--- src/rtl/l2_fwd_stall_buf_pkg.sv ---
// Shared constants and entry layout for the L2 stalled-forward holding buffer.
package l2_fwd_stall_buf_pkg;

  localparam int L2_N_REQS           = 4;
  localparam int L2_REQS_BITS        = 2;
  localparam int L2_FWD_STALL_DEPTH  = 4;
  localparam int L2_MSG_BITS         = 5;
  localparam int L2_LINE_ADDR_BITS   = 26;
  localparam int L2_ID_BITS          = 4;

  // Forward message encodings used by the L2 forward path.
  localparam logic [L2_MSG_BITS-1:0] FWD_REQ_S = 5'd8;
  localparam logic [L2_MSG_BITS-1:0] FWD_REQ_O = 5'd9;
  localparam logic [L2_MSG_BITS-1:0] FWD_INV   = 5'd12;

  typedef struct packed {
    logic                         valid;
    logic                         released;
    logic [L2_REQS_BITS-1:0]      reqs_i;
    logic [L2_MSG_BITS-1:0]       msg;
    logic [L2_LINE_ADDR_BITS-1:0] addr;
    logic [L2_ID_BITS-1:0]        id;
  } fwd_stall_entry_t;

endpackage

--- src/rtl/l2_fwd_stall_buf.sv ---
// Holds forwards stalled on an in-flight request slot and replays them in
// arrival order once the blocking slot is woken.
module l2_fwd_stall_buf
  import l2_fwd_stall_buf_pkg::*;
#(
  parameter int N_REQS         = L2_N_REQS,
  parameter int REQS_BITS      = L2_REQS_BITS,
  parameter int DEPTH          = L2_FWD_STALL_DEPTH,
  parameter int MSG_BITS       = L2_MSG_BITS,
  parameter int LINE_ADDR_BITS = L2_LINE_ADDR_BITS,
  parameter int ID_BITS        = L2_ID_BITS
) (
  input  logic                      clk,
  input  logic                      rst,
  input  logic                      stall_valid,
  output logic                      stall_ready,
  input  logic [REQS_BITS-1:0]      stall_reqs_i,
  input  logic [MSG_BITS-1:0]       stall_msg,
  input  logic [LINE_ADDR_BITS-1:0] stall_addr,
  input  logic [ID_BITS-1:0]        stall_id,
  input  logic                      wake_valid,
  input  logic [REQS_BITS-1:0]      wake_reqs_i,
  output logic                      replay_valid,
  input  logic                      replay_ready,
  output logic [MSG_BITS-1:0]       replay_msg,
  output logic [LINE_ADDR_BITS-1:0] replay_addr,
  output logic [ID_BITS-1:0]        replay_id,
  output logic [REQS_BITS-1:0]      replay_reqs_i,
  output logic [$clog2(DEPTH):0]    count,
  output logic                      empty,
  output logic                      full
);

  localparam int PTR_BITS = $clog2(DEPTH);
  localparam int CNT_BITS = PTR_BITS + 1;

  typedef struct packed {
    logic                      valid;
    logic                      released;
    logic [REQS_BITS-1:0]      reqs_i;
    logic [MSG_BITS-1:0]       msg;
    logic [LINE_ADDR_BITS-1:0] addr;
    logic [ID_BITS-1:0]        id;
  } entry_t;

  // Handshakes: a transfer happens on a cycle where valid && ready are both
  // high at the rising edge; valid never waits on ready, and stall_ready is
  // derived from registered occupancy only.
  entry_t              mem [DEPTH];
  logic [PTR_BITS-1:0] head;
  logic [PTR_BITS-1:0] tail;
  logic [CNT_BITS-1:0] count_q;
  logic                enq;
  logic                deq;
  entry_t              head_entry;

  assign head_entry   = mem[head];
  assign full         = (count_q == CNT_BITS'(DEPTH));
  assign empty        = (count_q == '0);
  assign count        = count_q;
  assign stall_ready  = !full;
  assign replay_valid = head_entry.valid && head_entry.released;
  assign replay_msg    = head_entry.msg;
  assign replay_addr   = head_entry.addr;
  assign replay_id     = head_entry.id;
  assign replay_reqs_i = head_entry.reqs_i;

  assign enq = stall_valid && stall_ready;
  assign deq = replay_valid && replay_ready;

  always_ff @(posedge clk or negedge rst) begin
    if (!rst) begin
      for (int i = 0; i < DEPTH; i++) mem[i] <= '0;
      head    <= '0;
      tail    <= '0;
      count_q <= '0;
    end else begin
      for (int i = 0; i < DEPTH; i++) begin
        if (wake_valid && mem[i].valid && (mem[i].reqs_i == wake_reqs_i))
          mem[i].released <= 1'b1;
      end
      // Enqueue never targets the head slot while it is being dequeued:
      // that would require full, which blocks enqueue.
      if (deq) begin
        mem[head].valid    <= 1'b0;
        mem[head].released <= 1'b0;
        head               <= head + PTR_BITS'(1);
      end
      if (enq) begin
        mem[tail] <= '{valid:    1'b1,
                       released: wake_valid && (wake_reqs_i == stall_reqs_i),
                       reqs_i:   stall_reqs_i,
                       msg:      stall_msg,
                       addr:     stall_addr,
                       id:       stall_id};
        tail <= tail + PTR_BITS'(1);
      end
      case ({enq, deq})
        2'b10:   count_q <= count_q + CNT_BITS'(1);
        2'b01:   count_q <= count_q - CNT_BITS'(1);
        default: count_q <= count_q;
      endcase
    end
  end

endmodule
--- config.mk ---
export PLATFORM = sky130hd
export DESIGN_NAME = l2_fwd_stall_buf
export DESIGN_NICKNAME = d
export VERILOG_FILES = /design/src/rtl/l2_fwd_stall_buf_pkg.sv /design/src/rtl/l2_fwd_stall_buf.sv
export SDC_FILE = /design/constraint.sdc
export NUM_CORES = 1
export LEC_CHECK = 0
export ABC_AREA = 1
export ABC_CLOCK_PERIOD_IN_PS = 3000
export CORE_MARGIN = 2
export CORE_UTILIZATION = 57
export CTS_CLUSTER_SIZE = 8
export DETAILED_ROUTE_END_ITERATION = 8
export GPL_ROUTABILITY_DRIVEN = 1
export PLACE_DENSITY = 0.9
export SETUP_SLACK_MARGIN = 0.05
export SLEW_MARGIN = 25
export SYNTH_ARGS = -nofsm -noshare
export SYNTH_HDL_FRONTEND = slang
export SYNTH_SLANG_ARGS = --single-unit
--- constraint.sdc ---
create_clock -name clk -period 3 [get_ports clk]
set_input_delay 0.6 -clock clk [delete_from_list [all_inputs] [get_ports clk]]
set_output_delay 0.6 -clock clk [all_outputs]
set_load 0.005 [all_outputs]
==> results of run 1 <==
## layout by cell type, fill, tap and decap left out, drive strengths merged
master	synthesis	final
nor3	2	2
xor2	2	2
inv	65	65
clkinvlp	0	1
dfrtp	163	163
o21ai	226	226
buf	34	15
fa	1	1
nor2	77	77
or2	2	2
nand3	13	13
nand2	192	192
clkdlybuf4s50	0	86
ha	9	9
clkbuf	19	22
nand4	4	4
o22ai	36	36
xnor2	2	2
clkinv	0	7
a21oi	13	13
bufinv	0	2
## sequential cells by signal (all words and copies together), names as in the netlist
signal,cells
mem,156
count,3
head,2
tail,2
## stage by stage
stage / area, µm² / hold slack (ps) / utilization, %
CTS: 9316 / 188.6 / 69.80
finish: 9320 / 158.2 / 69.83
detailed placement: 8762 / 461.9 / 65.64
global route: 9320 / 217.3 / 69.83
global placement: 8762 / 457.8 / 65.64
floorplan: 7875 / 304.4 / -
## worst reg2reg max path, cell delays in order, from the launching register on
cell and delay (ps):
dfrtp_2 390, buf_12 290, nand3_1 160, nand3_2 150, nand3_1 150, inv_2 100
ha_1 140, inv_1 70, fa_1 380, a21oi_1 160, o21ai_0 120, xnor2_1 140
## layer usage
layer | part of all wire (%) | vias to the layer above
li1 | - | 3000
met1 | 43 | 3045
met2 | 49 | 233
met3 | 5.7 | 40
met4 | 2.2 | 0
met5 | 0 | -
## cell families (layout without fill, tap and decap cells)
family / count (synthesis) / after routing
buf+inv: 118 / 198
simple gates: 290 / 290
xor+xnor: 4 / 4
fa+ha+maj: 10 / 10
flops: 163 / 163
compound gates: 275 / 275
## power by group
part | internal, mW | switching, mW
clock | 1.22 | 0.846
sequential | 3.22 | 0.583
combinational | 2.30 | 2.76
total | 6.75 | 4.19
## what timing repair did
| action | in CTS | in global routing |
|---|---|---|
| endpoints found under the hold margin | 0 | 0 |
| resized for setup | 0 | 1 |
| endpoints found under the setup margin | 0 | 1 |
| setup buffers | 0 | 0 |
| hold buffers | 0 | 0 |
## worst max path at each step
stage | to | start
final | replay_addr[5] | head[1]
after global routing | replay_addr[5] | head[1]
after CTS | replay_msg[3] | head[0]
after detailed placement | count[2] | replay_ready
after global placement | count[2] | replay_ready
after floorplan | count[2] | head[0]
## final cells by class
cell class / instances / share of cell area (%)
clock buffer: 22 / 4.766
clock inverter: 10 / 1.181
inverter: 65 / 2.752
multi-input combinational: 579 / 33.83
sequential: 163 / 43.78
tap: 176 / 2.363
timing repair buffer: 101 / 11.33
==> impl_metrics.toml, run 1 <==
[run_status]
status = "completed"

[timing]
fin_skew_ps = 4.969
slew_viol_final = 0
hold_viol = 0
period_needed_ps = 2843
fin_ws_ps = 157.0
setup-violations-final = 0
max_freq_ghz = 0.3517
period_share_pct = 94.77
fin_setup_tns_ps = 0
max_slew_margin_pct = 53.00
tightestPinTransition_ps = 699.6
rsz0062_at_grt = "false"

[worst_setup_path]
r2r_end = "count[2]"
cpMaxStageDelayCell = "clkdlybuf4s50_1"
reg2reg_slack_ps = 640
reg2regPathDepth = 11
cp.depth = 4
cp-start-kind = "register"
crit_type = "register to primary output"
worstSetupEndpointType = "primary output"
path_delay_family = "buffers and inverters"
crit_chain = "buf_4 > o21ai_0 > o22ai_1 > clkdlybuf4s50_1"
slowest_delay_ps = 560
crit_arrival_ps = 2240
reg2reg_from = "head[0]"
critPathRequiredTime_ps = 2400
path_buf_inv = 2
path_max_fanout = 39

[routing]
firstDrtPassIters = 5
vias_per_cell = 5.661
vias = 6318
drtIter0Drc = 575
ant_nets = 0
routed_wl_um = 17690
drc = 0
wire_per_inst_um = 15.85

[place]
port_buffers = 87
place_ws_ps = 488.9
dp.cells = 1084
dp_hpwl_um = 10700
gp_congestion = 0.8319

[clock_network]
ctsLongestPathBuffers = 2
htree_levels = 4
tritoncts = "built"
clock-sinks = 163
worst_skew_pair.late_latency_ps = 420
clkTransAtPathRegs_ps = 60
cts_root_buffer = "clkbuf_16"
numCtsBuffers = 17

[global_routing]
grt.busiest_layer = "met2"
grt_pass1_wl_um = 29480
grtUsageMet1_pct = 34.15
grt_usage_pct = 25.62
use_met3_pct = 5.103
antenna_found_initial = 0
grt_overflow = 0
grt_max_degree = 78
met2_usage_pct = 41.54
grt_pass1_vias = 6153

[layout]
area_growth_pct = 18.35
drive_gt1_share_pct = 16.17
stdcell_count = 1116
fillers = 1004
nets = 981
ff_latch_area_um2 = 4080
multi_input_area_um2 = 3153
diodes = 0

[floorplan]
die_area_um2 = 14770
core-area_um2 = 13350
die_w_um = 121.5
io_pins = 88
rows = 42
die_h_um = 121.5
start_util_pct = 59.00

[power_and_ir_drop]
power.density_nw_per_um2 = 1174
irDropWorstVdd_mv = 0.6537
fin_total_pwr_mw = 10.94
p_leak_nw = 4.358

[synth]
ys_seq_area_share_pct = 51.80
syn_inst = 860
synth_mux_area_share_pct = 0
synth_top_family_by_area = "compound AO/OA/AOI/OAI gates"
synth_top_area_share_pct = 51.80
synth_xor_area_share_pct = 0.4449
synth.cell_area_um2 = 7875
synth.largest_area_cell = "dfrtp_1"
yosys_warnings = 0
synth_ff_type = "dfrtp_1"
synth_compound_area_share_pct = 22.48
ys_types = 30
ys_ff_latch = 163
synth_common_cells = "nand2_1, dfrtp_1, o21ai_0, o21ai_2, nor2_1"
synth_fp_nets = 914
synth_edf_count = 0
yosysMostFrequentCell = "nand2_1"
synthTopCellsByArea = "dfrtp_1, o21ai_2, nand2_1"
syn_area_per_cell_um2 = 9.157
yosys.area_share.simple_pct = 15.43
async_reset_ff_share_pct = 100.0
synth_fa_ha_area_share_pct = 1.684

[hold_path]
hold_path_class = "input pin to async pin"

[job]
maxCapViolCount = 0
(Power assumes the default switching activity.)
==> run 2, diff against run 1 <==
Settings changed: CAP_MARGIN set to 20.
==> results of run 2 <==
Same layout as run 1: the final DEF is identical, and so are final timing and power.
==> run 3, diff against run 2 <==
Settings changed: ABC_CLOCK_PERIOD_IN_PS 3000 to 2400, CORE_UTILIZATION 57 to 51, PLACE_DENSITY 0.9 to 0.79.
Clock period 3 ns to 2.4 ns, I/O delays scaled along.
==> impl_metrics.toml, run 3 (synthesized netlist as in run 1, its figures left out) <==
[run_status]
status = "completed"

[worst_setup_path]
reg2regPathDepth = 13
path_max_fanout = 18
r2r_end = "count[2]"
cp-start-kind = "register"
slowest_delay_ps = 450
critPathRequiredTime_ps = 2700
reg2reg_slack_ps = 80
worstSetupEndpointType = "register"
reg2reg_from = "head[0]"
crit_type = "register to register"
crit_chain = "buf_4 > buf_12 > nand3_1 > nand3_2 > buf_4 > nand3_2 > inv_2 > ha_1 > inv_2 > fa_2 > a21oi_2 > o21ai_1 > xnor2_1"
crit_arrival_ps = 2630
cpMaxStageDelayCell = "dfrtp_2"

[timing]
hold_viol = 0
hold_ws_ps = 475.3
slew_viol_final = 0
max_slew_margin_pct = 61.02
period_share_pct = 96.80
period_needed_ps = 2323
fin_skew_ps = 5.754
rsz0062_at_grt = "true"
fin_setup_tns_ps = 0
tightestPinTransition_ps = 580.3
max_freq_ghz = 0.4304
setup-violations-final = 0

[clock_network]
cts_root_buffer = "clkbuf_16"
ctsLongestPathBuffers = 2
worst_skew_pair.late_latency_ps = 420
numCtsBuffers = 17
clock-sinks = 163
clkTransAtPathRegs_ps = 60
tritoncts = "built"
htree_levels = 4

[routing]
ant_nets = 0
drc = 0
wire_per_inst_um = 15.90
vias_per_cell = 5.420
drtIter0Drc = 584
vias = 6265
routed_wl_um = 18380
firstDrtPassIters = 5

[place]
port_buffers = 87
place_area_um2 = 8935
gp_congestion = 0.8119
dp_hpwl_um = 11000

[layout]
nets = 1009
layout_commonest_cell = "nand2_1"
largest_reg_flops = 156
diodes = 0
largest_register = "mem"
fillers = 1226
final_cell_mix = "nand2_1, dfrtp_1, o21ai_0"
drive_gt1_share_pct = 19.83
final_area_um2 = 9714
area_growth_pct = 23.36
fin_util_pct = 64.14

[power_and_ir_drop]
power.density_nw_per_um2 = 1429
irDropWorstVdd_mv = 0.7082
p_leak_nw = 4.686
fin_total_pwr_mw = 13.88

[global_routing]
grt_overflow = 0
antenna_found_initial = 0
grt_usage_pct = 22.91
grt_pass1_wl_um = 29610
grt_max_degree = 62
grt_pass1_vias = 5992

[hold_path]
holdPathStages = 2
hold_path_class = "register to register"
min-delay-start = "mem[108]"
min_to = "mem[108]"

[floorplan]
die_area_um2 = 16450
core-area_um2 = 15150
io_pins = 88
die_w_um = 128.3
start_util_pct = 52.00
rows = 45
die_h_um = 128.3

[job]
maxCapViolCount = 0
run 3: cell count changes in the layout (fill, tap and decap cells not counted), sizes merged, moves of 2 or more:
cell	before	now
clkdlybuf4s50	86	48
dlygate4sd2	0	28
buf	15	39
clkbuf	22	28
dlymetal6s2s	0	5
clkdlybuf4s15	0	3
bufinv	2	0
clkinv	7	5
clkinvlp	1	3
run 3: metrics by stage:
stage | worst slack [ps] | std cells
2_1_floorplan | 330.9 | 860
3_3_place_gp | 145.0 | 1107
3_5_place_dp | 93.71 | 1107
4_1_cts | -113.3 | 1145
5_1_grt | -46.04 | 1156
6_report | 76.79 | 1156
run 3: cell type report:
cell class	instances	area (µm²)	area share (%)
Clock buffer	24	491.7	5.062
Clock inverter	8	51.30	0.5281
Inverter	65	261.5	2.692
Multi-Input combinational cell	579	3182	32.75
Sequential cell	163	4081	42.01
Tap cell	188	235.2	2.421
Timing Repair Buffer	129	1411	14.53
run 3: worst max-delay path, delay by kind of cell, from the launching register on:
kind | cells | cell delay [ps]
xor+xnor | 1 | 120
simple gates | 3 | 290
fa+ha+maj | 2 | 550
buf+inv | 5 | 550
flops | 1 | 450
compound gates | 2 | 240
run 3: where the power goes:
group	internal [mW]	total (mW)	switching (mW)
registers	4.03	4.78	0.746
logic	3.05	6.62	3.57
clock network	1.43	2.49	1.06
run 3: worst max-delay path by stage:
stage	cells past startpoint	slack, ps	start	end
after floorplan	12	330	head[0]	count[2]
after global placement	9	140	replay_ready	count[2]
after detailed placement	9	90	replay_ready	count[2]
after CTS	4	-110	head[0]	replay_addr[5]
after global routing	13	-50	head[0]	count[2]
final	13	80	head[0]	count[2]
run 3: timing repair:
item                                    in CTS  in global routing
gates resized for setup                     40                 25
buffers inserted                             3                  9
endpoints found under the hold margin        6                  0
endpoints found under the setup margin      38                  9
hold buffers                                 1                  0
cloned                                       2                  2
pin swaps                                    2                  5
run 3: metal layers:
layer,part of all wire (%),up-vias,global-route usage (%)
li1,-,3047,-
met1,44,3007,29.81
met2,49,177,38.24
met3,4.3,34,4.090
met4,2.2,0,9.050
met5,0,-,0
